**src/rtl/ram_stream_reader_if.sv**
```systemverilog
// Reader-side bundle: burst control, registered-read RAM port and output stream.
// RAM_STREAM_READER_ABORT_EN adds the abort input.
interface ram_stream_reader_if #(
  parameter int DATA_WIDTH = 8,
  parameter int ADDR_WIDTH = 12
);
  logic                  start;
  logic [ADDR_WIDTH-1:0] start_addr;
  logic [ADDR_WIDTH:0]   length;
  logic                  busy;
  logic                  done;
  logic [ADDR_WIDTH-1:0] ram_addr_r;
  logic [DATA_WIDTH-1:0] ram_data_out;
  logic [DATA_WIDTH-1:0] m_data;
  logic                  m_valid;
  logic                  m_ready;
`ifdef RAM_STREAM_READER_ABORT_EN
  logic                  abort;

  modport master (
    input  start, start_addr, length, ram_data_out, m_ready, abort,
    output busy, done, ram_addr_r, m_data, m_valid
  );
  modport slave (
    output start, start_addr, length, ram_data_out, m_ready, abort,
    input  busy, done, ram_addr_r, m_data, m_valid
  );
`else
  modport master (
    input  start, start_addr, length, ram_data_out, m_ready,
    output busy, done, ram_addr_r, m_data, m_valid
  );
  modport slave (
    output start, start_addr, length, ram_data_out, m_ready,
    input  busy, done, ram_addr_r, m_data, m_valid
  );
`endif
endinterface

```
**src/rtl/ram_stream_reader.sv**
```systemverilog
// Streams a burst of RAM words; first word valid 3 cycles after start, 1 word/cycle, stalls on m_ready=0
// via a 2-entry head/skid buffer. RAM_STREAM_READER_ABORT_EN adds burst abort.
module ram_stream_reader #(
  parameter int DATA_WIDTH = 8,
  parameter int ADDR_WIDTH = 12
) (
  input logic                clk,
  input logic                reset,
  ram_stream_reader_if.master bus
);
  typedef enum logic [1:0] {IDLE, RUN, DRAIN} state_t;

  localparam logic [ADDR_WIDTH-1:0] ADDR_ONE = 1;
  localparam logic [ADDR_WIDTH:0]   LEN_ONE  = 1;

  state_t                state, state_nxt;
  logic [ADDR_WIDTH:0]   remaining;
  logic [ADDR_WIDTH-1:0] addr_q;
  logic                  inflight;
  logic                  done_q;
  logic [DATA_WIDTH-1:0] head_data, skid_data;
  logic                  head_vld, skid_vld;
  logic [1:0]            level;
  logic                  xfer, issue, accept, zero_start, last_xfer, abort_req;

  // A read is issued while its address sits on ram_addr_r; its data lands one cycle later.
  assign xfer       = head_vld & bus.m_ready;
  assign level      = 2'(head_vld) + 2'(skid_vld) + 2'(inflight);
  assign issue      = (state == RUN) && (remaining != '0) && (level <= 2'd1 + 2'(xfer));
  assign accept     = (state == IDLE) && bus.start;
  assign zero_start = accept && (bus.length == '0);
  assign last_xfer  = (state == DRAIN) && xfer && !inflight && !skid_vld;

`ifdef RAM_STREAM_READER_ABORT_EN
  assign abort_req = (state != IDLE) && bus.abort;
`else
  assign abort_req = 1'b0;
`endif

  always_comb begin
    state_nxt = state;
    case (state)
      IDLE:    if (accept && !zero_start) state_nxt = RUN;
      RUN:     if (issue && remaining == LEN_ONE) state_nxt = DRAIN;
      DRAIN:   if (last_xfer) state_nxt = IDLE;
      default: state_nxt = IDLE;
    endcase
    if (abort_req) state_nxt = IDLE;
  end

  always_ff @(posedge clk) begin
    if (reset) begin
      state     <= IDLE;
      remaining <= '0;
      addr_q    <= '0;
      inflight  <= 1'b0;
      done_q    <= 1'b0;
      head_data <= '0;
      head_vld  <= 1'b0;
      skid_data <= '0;
      skid_vld  <= 1'b0;
    end else begin
      state    <= state_nxt;
      done_q   <= zero_start | last_xfer | abort_req;
      inflight <= issue;

      if (accept && !zero_start) begin
        addr_q    <= bus.start_addr;
        remaining <= bus.length;
      end else if (issue) begin
        addr_q    <= addr_q + ADDR_ONE;
        remaining <= remaining - LEN_ONE;
      end

      // The issue rule guarantees a push never meets a full buffer without a pop.
      if (xfer) begin
        if (skid_vld) begin
          head_data <= skid_data;
          skid_vld  <= inflight;
          if (inflight) skid_data <= bus.ram_data_out;
        end else begin
          head_vld <= inflight;
          if (inflight) head_data <= bus.ram_data_out;
        end
      end else if (inflight) begin
        if (!head_vld) begin
          head_data <= bus.ram_data_out;
          head_vld  <= 1'b1;
        end else begin
          skid_data <= bus.ram_data_out;
          skid_vld  <= 1'b1;
        end
      end

      if (abort_req) begin
        remaining <= '0;
        inflight  <= 1'b0;
        head_vld  <= 1'b0;
        skid_vld  <= 1'b0;
      end
    end
  end

  assign bus.busy       = (state != IDLE);
  assign bus.done       = done_q;
  assign bus.ram_addr_r = addr_q;
  assign bus.m_data     = head_data;
  assign bus.m_valid    = head_vld;
endmodule
```
**src/flat_wrapper.sv**
```systemverilog
// flat-port wrapper written by rule: the top's interface ports become plain ports
module ram_stream_reader_flat 
#(
  parameter int DATA_WIDTH = 8,
  parameter int ADDR_WIDTH = 12
)
  (clk, reset, bus_start, bus_start_addr, bus_length, bus_ram_data_out, bus_m_ready, bus_busy, bus_done, bus_ram_addr_r, bus_m_data, bus_m_valid);
  ram_stream_reader_if #(.DATA_WIDTH(DATA_WIDTH), .ADDR_WIDTH(ADDR_WIDTH)) bus_i ();
  input logic clk;
  input logic reset;
  input wire logic [$bits(bus_i.start)-1:0] bus_start;
  input wire logic [$bits(bus_i.start_addr)-1:0] bus_start_addr;
  input wire logic [$bits(bus_i.length)-1:0] bus_length;
  input wire logic [$bits(bus_i.ram_data_out)-1:0] bus_ram_data_out;
  input wire logic [$bits(bus_i.m_ready)-1:0] bus_m_ready;
  output wire logic [$bits(bus_i.busy)-1:0] bus_busy;
  output wire logic [$bits(bus_i.done)-1:0] bus_done;
  output wire logic [$bits(bus_i.ram_addr_r)-1:0] bus_ram_addr_r;
  output wire logic [$bits(bus_i.m_data)-1:0] bus_m_data;
  output wire logic [$bits(bus_i.m_valid)-1:0] bus_m_valid;
  assign bus_i.start = bus_start;
  assign bus_i.start_addr = bus_start_addr;
  assign bus_i.length = bus_length;
  assign bus_i.ram_data_out = bus_ram_data_out;
  assign bus_i.m_ready = bus_m_ready;
  assign bus_busy = bus_i.busy;
  assign bus_done = bus_i.done;
  assign bus_ram_addr_r = bus_i.ram_addr_r;
  assign bus_m_data = bus_i.m_data;
  assign bus_m_valid = bus_i.m_valid;
  ram_stream_reader #(.DATA_WIDTH(DATA_WIDTH), .ADDR_WIDTH(ADDR_WIDTH)) u_core (.clk(clk), .reset(reset), .bus(bus_i));
endmodule
```
**config.mk**
```make
export PLATFORM = sky130hd
export DESIGN_NAME = ram_stream_reader_flat
export DESIGN_NICKNAME = d
export VERILOG_FILES = /design/src/rtl/ram_stream_reader_if.sv /design/src/rtl/ram_stream_reader.sv /design/src/flat_wrapper.sv
export SDC_FILE = /design/constraint.sdc
export NUM_CORES = 1
export LEC_CHECK = 0
export CORE_MARGIN = 10
export CORE_UTILIZATION = 31
export CTS_BUF_LIST = sky130_fd_sc_hd__clkbuf_8
export CTS_CLUSTER_SIZE = 16
export DETAILED_ROUTE_END_ITERATION = 16
export HOLD_SLACK_MARGIN = 0.05
export PLACE_DENSITY_LB_ADDON = 0.25
export SETUP_SLACK_MARGIN = 0.2
export SYNTH_ARGS = -nofsm -noshare
export SYNTH_HDL_FRONTEND = slang
export SYNTH_SLANG_ARGS = --single-unit
export TNS_END_PERCENT = 20
```
**constraint.sdc**
```tcl
create_clock -name clk -period 7.2 [get_ports clk]
set_input_delay 1.44 -clock clk [delete_from_list [all_inputs] [get_ports clk]]
set_output_delay 1.44 -clock clk [all_outputs]
set_load 0.05 [all_outputs]
```
==> results of run 1 <==
## worst max-delay path: cells and delay by family
kind                     cells  cell delay, ns
buffers and inverters        1            0.53
adder cells (fa/ha/maj)      1            0.32
AO/OA/AOI/OAI                2            0.54
AND/OR/NAND/NOR              4            1.28
## synth_stat cells, types with 3 or more instances
master / number
o31ai_1: 3
nor2b_1: 3
a21oi_1: 14
clkbuf_1: 8
o22ai_1: 3
o21ai_0: 7
nand3_1: 8
nand2_1: 22
a31oi_1: 9
nand4_1: 5
o311ai_0: 4
nor4_1: 4
a211oi_1: 11
and3_1: 5
nor3_1: 6
mux2i_1: 16
a311oi_1: 4
o31a_1: 4
o211ai_1: 6
ha_1: 6
inv_1: 13
nor2_1: 28
nand2b_1: 5
dfxtp_1: 47
or4_1: 6
buf_2: 3
or3_1: 6
## power by group through the flow
stage          Clock [µW]  Combinational [µW]  Sequential (µW)
6_report              198                 206              304
5_1_grt               216                 223              308
4_1_cts               206                 206              304
3_5_place_dp            0                 206              310
3_3_place_gp            0                 204              310
2_1_floorplan           0                 105              343
## layout make-up
cell class / count / share of cell area, %
Multi-Input combinational cell: 211 / 43.6
Sequential cell: 47 / 29.0
Timing Repair Buffer: 60 / 18.5
Tap cell: 102 / 3.94
Clock buffer: 5 / 2.12
Inverter: 13 / 1.51
Clock inverter: 3 / 1.35
## worst max path at each step
stage / startpoint / end / depth (start not counted)
2_1_floorplan: bus_m_ready / u_core.bus.ram_addr_r[7] / 7
3_3_place_gp: bus_m_ready / u_core.bus.ram_addr_r[8] / 8
3_5_place_dp: bus_m_ready / u_core.bus.ram_addr_r[8] / 8
4_1_cts: bus_m_ready / u_core.bus.ram_addr_r[8] / 8
5_1_grt: bus_m_ready / u_core.bus.ram_addr_r[7] / 8
6_report: bus_m_ready / u_core.bus.ram_addr_r[7] / 8
## flip-flops by register name (all words and copies together) (netlist names)
| signal | flops |
|---|---|
| u_core.remaining | 13 |
| u_core.bus.ram_addr_r | 12 |
| u_core.bus.m_data | 8 |
| u_core.skid_data | 8 |
| u_core.state | 2 |
| u_core.bus.done | 1 |
| u_core.bus.m_valid | 1 |
| u_core.inflight | 1 |
| u_core.skid_vld | 1 |
## stage by stage
step                      instances  util (%)
after floorplan                 285         -
after global placement          433      40.5
after detailed placement        433      40.5
after CTS                       441      41.9
after global routing            441      41.9
final                           441      41.9
## routing by layer
layer	vias to the layer above	routed length (µm)	global-route usage, %
li1	1175	-	-
met1	1077	3090	13.7
met2	60	3160	18.1
met3	8	499	3.63
met4	0	90	3.16
met5	-	0	0
## logic make-up after synthesis
logic type,count (synthesis)
AOI/OAI and AO/OA,76
xor gates and xnor gates,1
adders and majority gates,7
buffers and inverters,27
DFF,47
muxes,16
and+or+nand+nor,111
==> reports/results.tsv, run 1 <==
stage	metric	value	unit
outcome	status	finished clean	
cells_and_area	fill count	777	
setup_path	CP peak stage delay	0.61	ns
power	Pwr Total	708	µW
cts	# hold bufs at CTS	0	
cts	Clk pin slew, worst setup/hold paths	0.10	ns
synthesis	Compound-Gate Fraction of Synth Area	21.7	%
synthesis	Post-Synthesis Cells	285	
cts	CTS buffer count	5	
power	cell internal pwr	466	µW
floorplan	I/O pin cnt	60	
synthesis	Syn Area/Cell	8.68	µm²
setup_path	worst reg2reg setup slack	4.10	ns
timing	Tcrit/Tclk final	54.2	%
synthesis	Mapped Nets	329	
cells_and_area	commonest non-fill, non-tap cell in the layout	clkdlybuf4s50_1	
synthesis	EDFF count, synth	0	
power	switching share of power	34.2	%
routing	vias per inst	5.26	
routing	Wirelength per Cell	15.5	µm
setup_path	Critical Path RT	7.42	ns
routing	DRC violations left	0	
placement	area post-placement	0.00313	mm²
synthesis	main combinational cell family by area after synthesis	simple AND/OR/NAND/NOR gates	
synthesis	mux cell area share after synthesis	6.47	%
cells_and_area	Layout Nets	382	
synthesis	Yosys cell types	51	
global_route	largest net degree at the start of global routing	51	
synthesis	Yosys reg bits	47	
routing	DRT Wirelength	6850	µm
cts	Clock Tree Root	clkbuf_8	
timing	unrepaired setup endpoints after global routing	false	
placement	HPWL after DPL	4980	µm
timing	max_slew headroom	23.1	%
floorplan	starting utilization of the core area	32.0	%
cts	clk buf depth	2	
timing	Max Freq	0.256	GHz
cells_and_area	Storage cell area	941	µm²
global_route	GRT Util Overall	11.1	%
min_path	HP Class	reg -> reg	
setup_path	Critical Path AT	4.12	ns
floorplan	Die X-Extent	109	µm
setup_path	slowest CP cell	or4_1	
placement	Port Buffers	59	
floorplan	Rows	32	
routing	router iterations before antenna repair	4	
cts	post-CTS sizing	0	
power	Comb pwr share	29.0	%
synthesis	Synth Area in XOR/XNOR	0.354	%
timing	setup TNS	0	ns
timing	Setup Skew	0.00680	ns
cells_and_area	share of cells above drive strength 1	5.01	%
routing	DR iter-0 viols	55	
power	VDD IR max	118	µV
cts	# Post-CTS Setup Buffers	0	
global_route	antenna violations before repair	0	
min_path	Hold Crit Depth	2	
timing	max-slew violations	0	
floorplan	Core Area	0.00773	mm²
timing	Worst Tran Pin Value	1.15	ns
setup_path	worst reg2reg startpoint	u_core.bus.m_valid	
power	Leak	0.00115	µW
timing	Final WS setup	3.30	ns
power	PD cells	219	mW/mm²
synthesis	Synth async-reset ratio	0	%
timing	WHS	0.497	ns
cells_and_area	Layout area overhead	31.0	%
synthesis	Ys Warns	0	
synthesis	fraction of the mapped netlist area in simple logic gates	24.7	%
synthesis	largest area contributor in the netlist	dfxtp_1	
min_path	WHS Endpoint	u_core.remaining[1]	
synthesis	ys flop type	dfxtp_1	
timing	Final setup viols	0	
setup_path	Worst R2R Path Depth	9	
setup_path	Startpoint Class	input port	
timing	minimum clock period after layout	3.90	ns
min_path	Hold Crit Start	u_core.remaining[1]	
floorplan	die height	109	µm
setup_path	Crit Path Max Fanout	23	
synthesis	share of Yosys cell area claimed by the top area cell type	38.0	%
power	clock power share	28.0	%
cells_and_area	area taken by multi-input logic gates	0.00141	mm²
cells_and_area	post-route cell area	0.00324	mm²
cts	clk sinks	47	
run	MaxCap Viol Count	0	
global_route	first-pass GRT wire length	10900	µm
setup_path	Reg-to-Reg End	u_core.bus.ram_addr_r[7]	
synthesis	adder-cell area share of the yosys netlist	3.84	%
power	NetSw	242	µW
power	sequential power share	43.0	%
global_route	GR Overflow Total	0	
setup_path	worst path cell trace	clkdlybuf4s50_1 -> nand2_1 -> ha_1 -> nor2b_1 -> o21ai_2 -> nand3_2 -> or4_1 -> a311oi_1	
cells_and_area	Ant. Diodes	0	
synthesis	top cells by area, synth	dfxtp_1 (38%), mux2i_1 (6.5%), nor2_1 (4.2%), a211oi_1 (3.3%), nand2_1 (3.3%)	
synthesis	Mapped Area	0.00247	mm²
cts	CTS H-tree depth	2	
placement	gp weighted congestion	0.790	
routing	vias	2320	
floorplan	die area	0.0120	mm²
cts	later-pin clock latency in the skew report	0.30	ns
routing	antenna-violating nets left	0	
global_route	vias in the first global route	2271	
timing	Fin. Hold Viols	0	
cts	TritonCTS clock tree	built	
setup_path	Setup CP Type	in -> reg	
cells_and_area	commonest cells after routing, fill and taps aside	clkdlybuf4s50_1 (59), dfxtp_1 (47), nor2_1 (28), nand2_1 (22), mux2i_1 (16)	
placement	Placement Setup Slack	2.98	ns
setup_path	CP Capture Type	flop	
synthesis	post-synthesis sequential area ratio	38.0	%
(Power assumes the default switching activity.)
==> run 2, diff against run 1 <==
- clock period: 7.2 -> 3.7 ns (I/O delays scaled with it)
==> reports/results.tsv, run 2 (synthesis results as in run 1) <==
stage	metric	value	unit
cts	# hold bufs at CTS	0	
cells_and_area	Layout Nets	387	
cts	Clock Tree Root	clkbuf_8	
placement	gp weighted congestion	0.805	
setup_path	family with the most delay on the worst path	simple AND/OR/NAND/NOR gates	
cts	clk sinks	47	
global_route	GR Overflow Total	0	
global_route	largest net degree at the start of global routing	28	
cts	TritonCTS clock tree	built	
routing	DRT Wirelength	6810	µm
timing	WHS	0.478	ns
cells_and_area	share of cells above drive strength 1	6.40	%
floorplan	Core Area	0.00773	mm²
cells_and_area	commonest cells after routing, fill and taps aside	clkdlybuf4s50_1 (59), dfxtp_1 (47), nor2_1 (28), nand2_1 (22), mux2i_1 (16)	
timing	minimum clock period after layout	2.97	ns
routing	DR iter-0 viols	91	
cells_and_area	Ant. Diodes	0	
timing	setup TNS	0	ns
timing	unrepaired setup endpoints after global routing	false	
cts	post-CTS sizing	0	
timing	Tcrit/Tclk final	80.3	%
outcome	status	finished clean	
floorplan	die area	0.0120	mm²
setup_path	buffers plus inverters on the worst setup path	1	
run	MaxCap Viol Count	0	
cts	# Post-CTS Setup Buffers	0	
floorplan	Die X-Extent	109	µm
setup_path	Startpoint Class	input port	
routing	router iterations before antenna repair	4	
global_route	first-pass GRT wire length	10800	µm
cts	CTS H-tree depth	2	
timing	Final setup viols	0	
setup_path	Crit Path Max Fanout	11	
setup_path	slowest CP cell	or4_1	
timing	max_slew headroom	55.0	%
timing	Worst Tran Pin Value	0.673	ns
timing	Fin. Hold Viols	0	
floorplan	Rows	32	
routing	vias per inst	5.16	
power	Leak	0.00118	µW
setup_path	CP peak stage delay	0.55	ns
min_path	HP Class	reg -> reg	
power	VDD IR max	201	µV
floorplan	die height	109	µm
cts	Clk pin slew, worst setup/hold paths	0.09	ns
timing	Max Freq	0.337	GHz
timing	Final WS setup	0.730	ns
timing	max-slew violations	0	
timing	Setup Skew	0.00577	ns
routing	Wirelength per Cell	15.3	µm
global_route	GRT Util Overall	11.3	%
global_route	antenna violations before repair	0	
setup_path	Critical Path RT	3.93	ns
placement	HPWL after DPL	5100	µm
cts	clk buf depth	2	
floorplan	starting utilization of the core area	32.0	%
cells_and_area	Layout area overhead	33.5	%
setup_path	Setup CP Type	in -> reg	
routing	DRC violations left	0	
cells_and_area	largest reg by FF count	u_core.remaining	
cells_and_area	commonest non-fill, non-tap cell in the layout	clkdlybuf4s50_1	
cts	later-pin clock latency in the skew report	0.31	ns
global_route	vias in the first global route	2249	
setup_path	Critical Path AT	3.20	ns
setup_path	worst path cell trace	clkdlybuf4s50_1 -> nand2_1 -> ha_1 -> nor2b_1 -> o21ai_2 -> nand3_2 -> or4_1 -> a311oi_1	
routing	vias	2301	
routing	antenna-violating nets left	0	
power	PD cells	441	mW/mm²
placement	Placement Setup Slack	0.396	ns
cts	CTS buffer count	5	
setup_path	CP Capture Type	flop	
placement	Port Buffers	59	
cells_and_area	max reg flops	13	
floorplan	I/O pin cnt	60	
[run 2: cell count changes in the layout (fill, tap and decap cells not counted)]
| cell | before | now |
|---|---|---|
| buf_4 | 1 | 6 |
| bufinv_16 | 1 | 2 |
| clkinv_2 | 1 | 0 |
| clkinv_4 | 1 | 0 |
| clkinvlp_4 | 0 | 1 |
[run 2: stage by stage]
stage	cell area, µm²	cells	util, %	total power (µW)
6_report	3300	446	42.7	1460
5_1_grt	3300	446	42.7	1530
4_1_cts	3300	446	42.7	1470
3_5_place_dp	3170	438	41.0	1010
3_3_place_gp	3170	438	41.0	1010
2_1_floorplan	2470	285	-	871
[run 2: layout make-up]
cell class,count,area (µm²)
clock buffers,5,68.8
clock inverters,3,67.6
repair buffers,65,636
inverters,13,48.8
well taps,102,128
flip-flops and latches,47,941
multi-input cells,211,1410
fillers,790,4430
[run 2: per-layer routing]
layer | GRT usage [%] | vias up | share of wire (%)
li1 | - | 1179 | -
met1 | 13.5 | 1058 | 45
met2 | 17.9 | 54 | 45
met3 | 4.21 | 10 | 7.5
met4 | 4.65 | 0 | 1.9
met5 | 0 | - | 0
[run 2: where the power goes]
part           total [µW]  switching [µW]  internal [µW]  leakage, µW
Clock                 460             191            270    0.0000644
Sequential            592            44.7            547     0.000385
Combinational         404             240            164     0.000729
[run 2: final timing paths]
kind	startpoint	to	slack (ns)	cells after the start
setup / recovery	bus_m_ready	u_core.bus.ram_addr_r[7]	0.73	8
hold / removal	u_core.remaining[1]	u_core.remaining[1]	0.48	2
setup reg to reg	u_core.bus.m_valid	u_core.bus.ram_addr_r[7]	0.84	9
hold reg to reg	u_core.remaining[1]	u_core.remaining[1]	0.48	2
[run 2: worst reg2reg max path, stage by stage (launching register included)]
cell and delay [ns]:
dfxtp_1 0.45, inv_1 0.12, fa_1 0.44, inv_1 0.07, ha_1 0.22, nor2b_1 0.14, o21ai_2 0.29, nand3_2 0.27
or4_1 0.55, a311oi_1 0.24
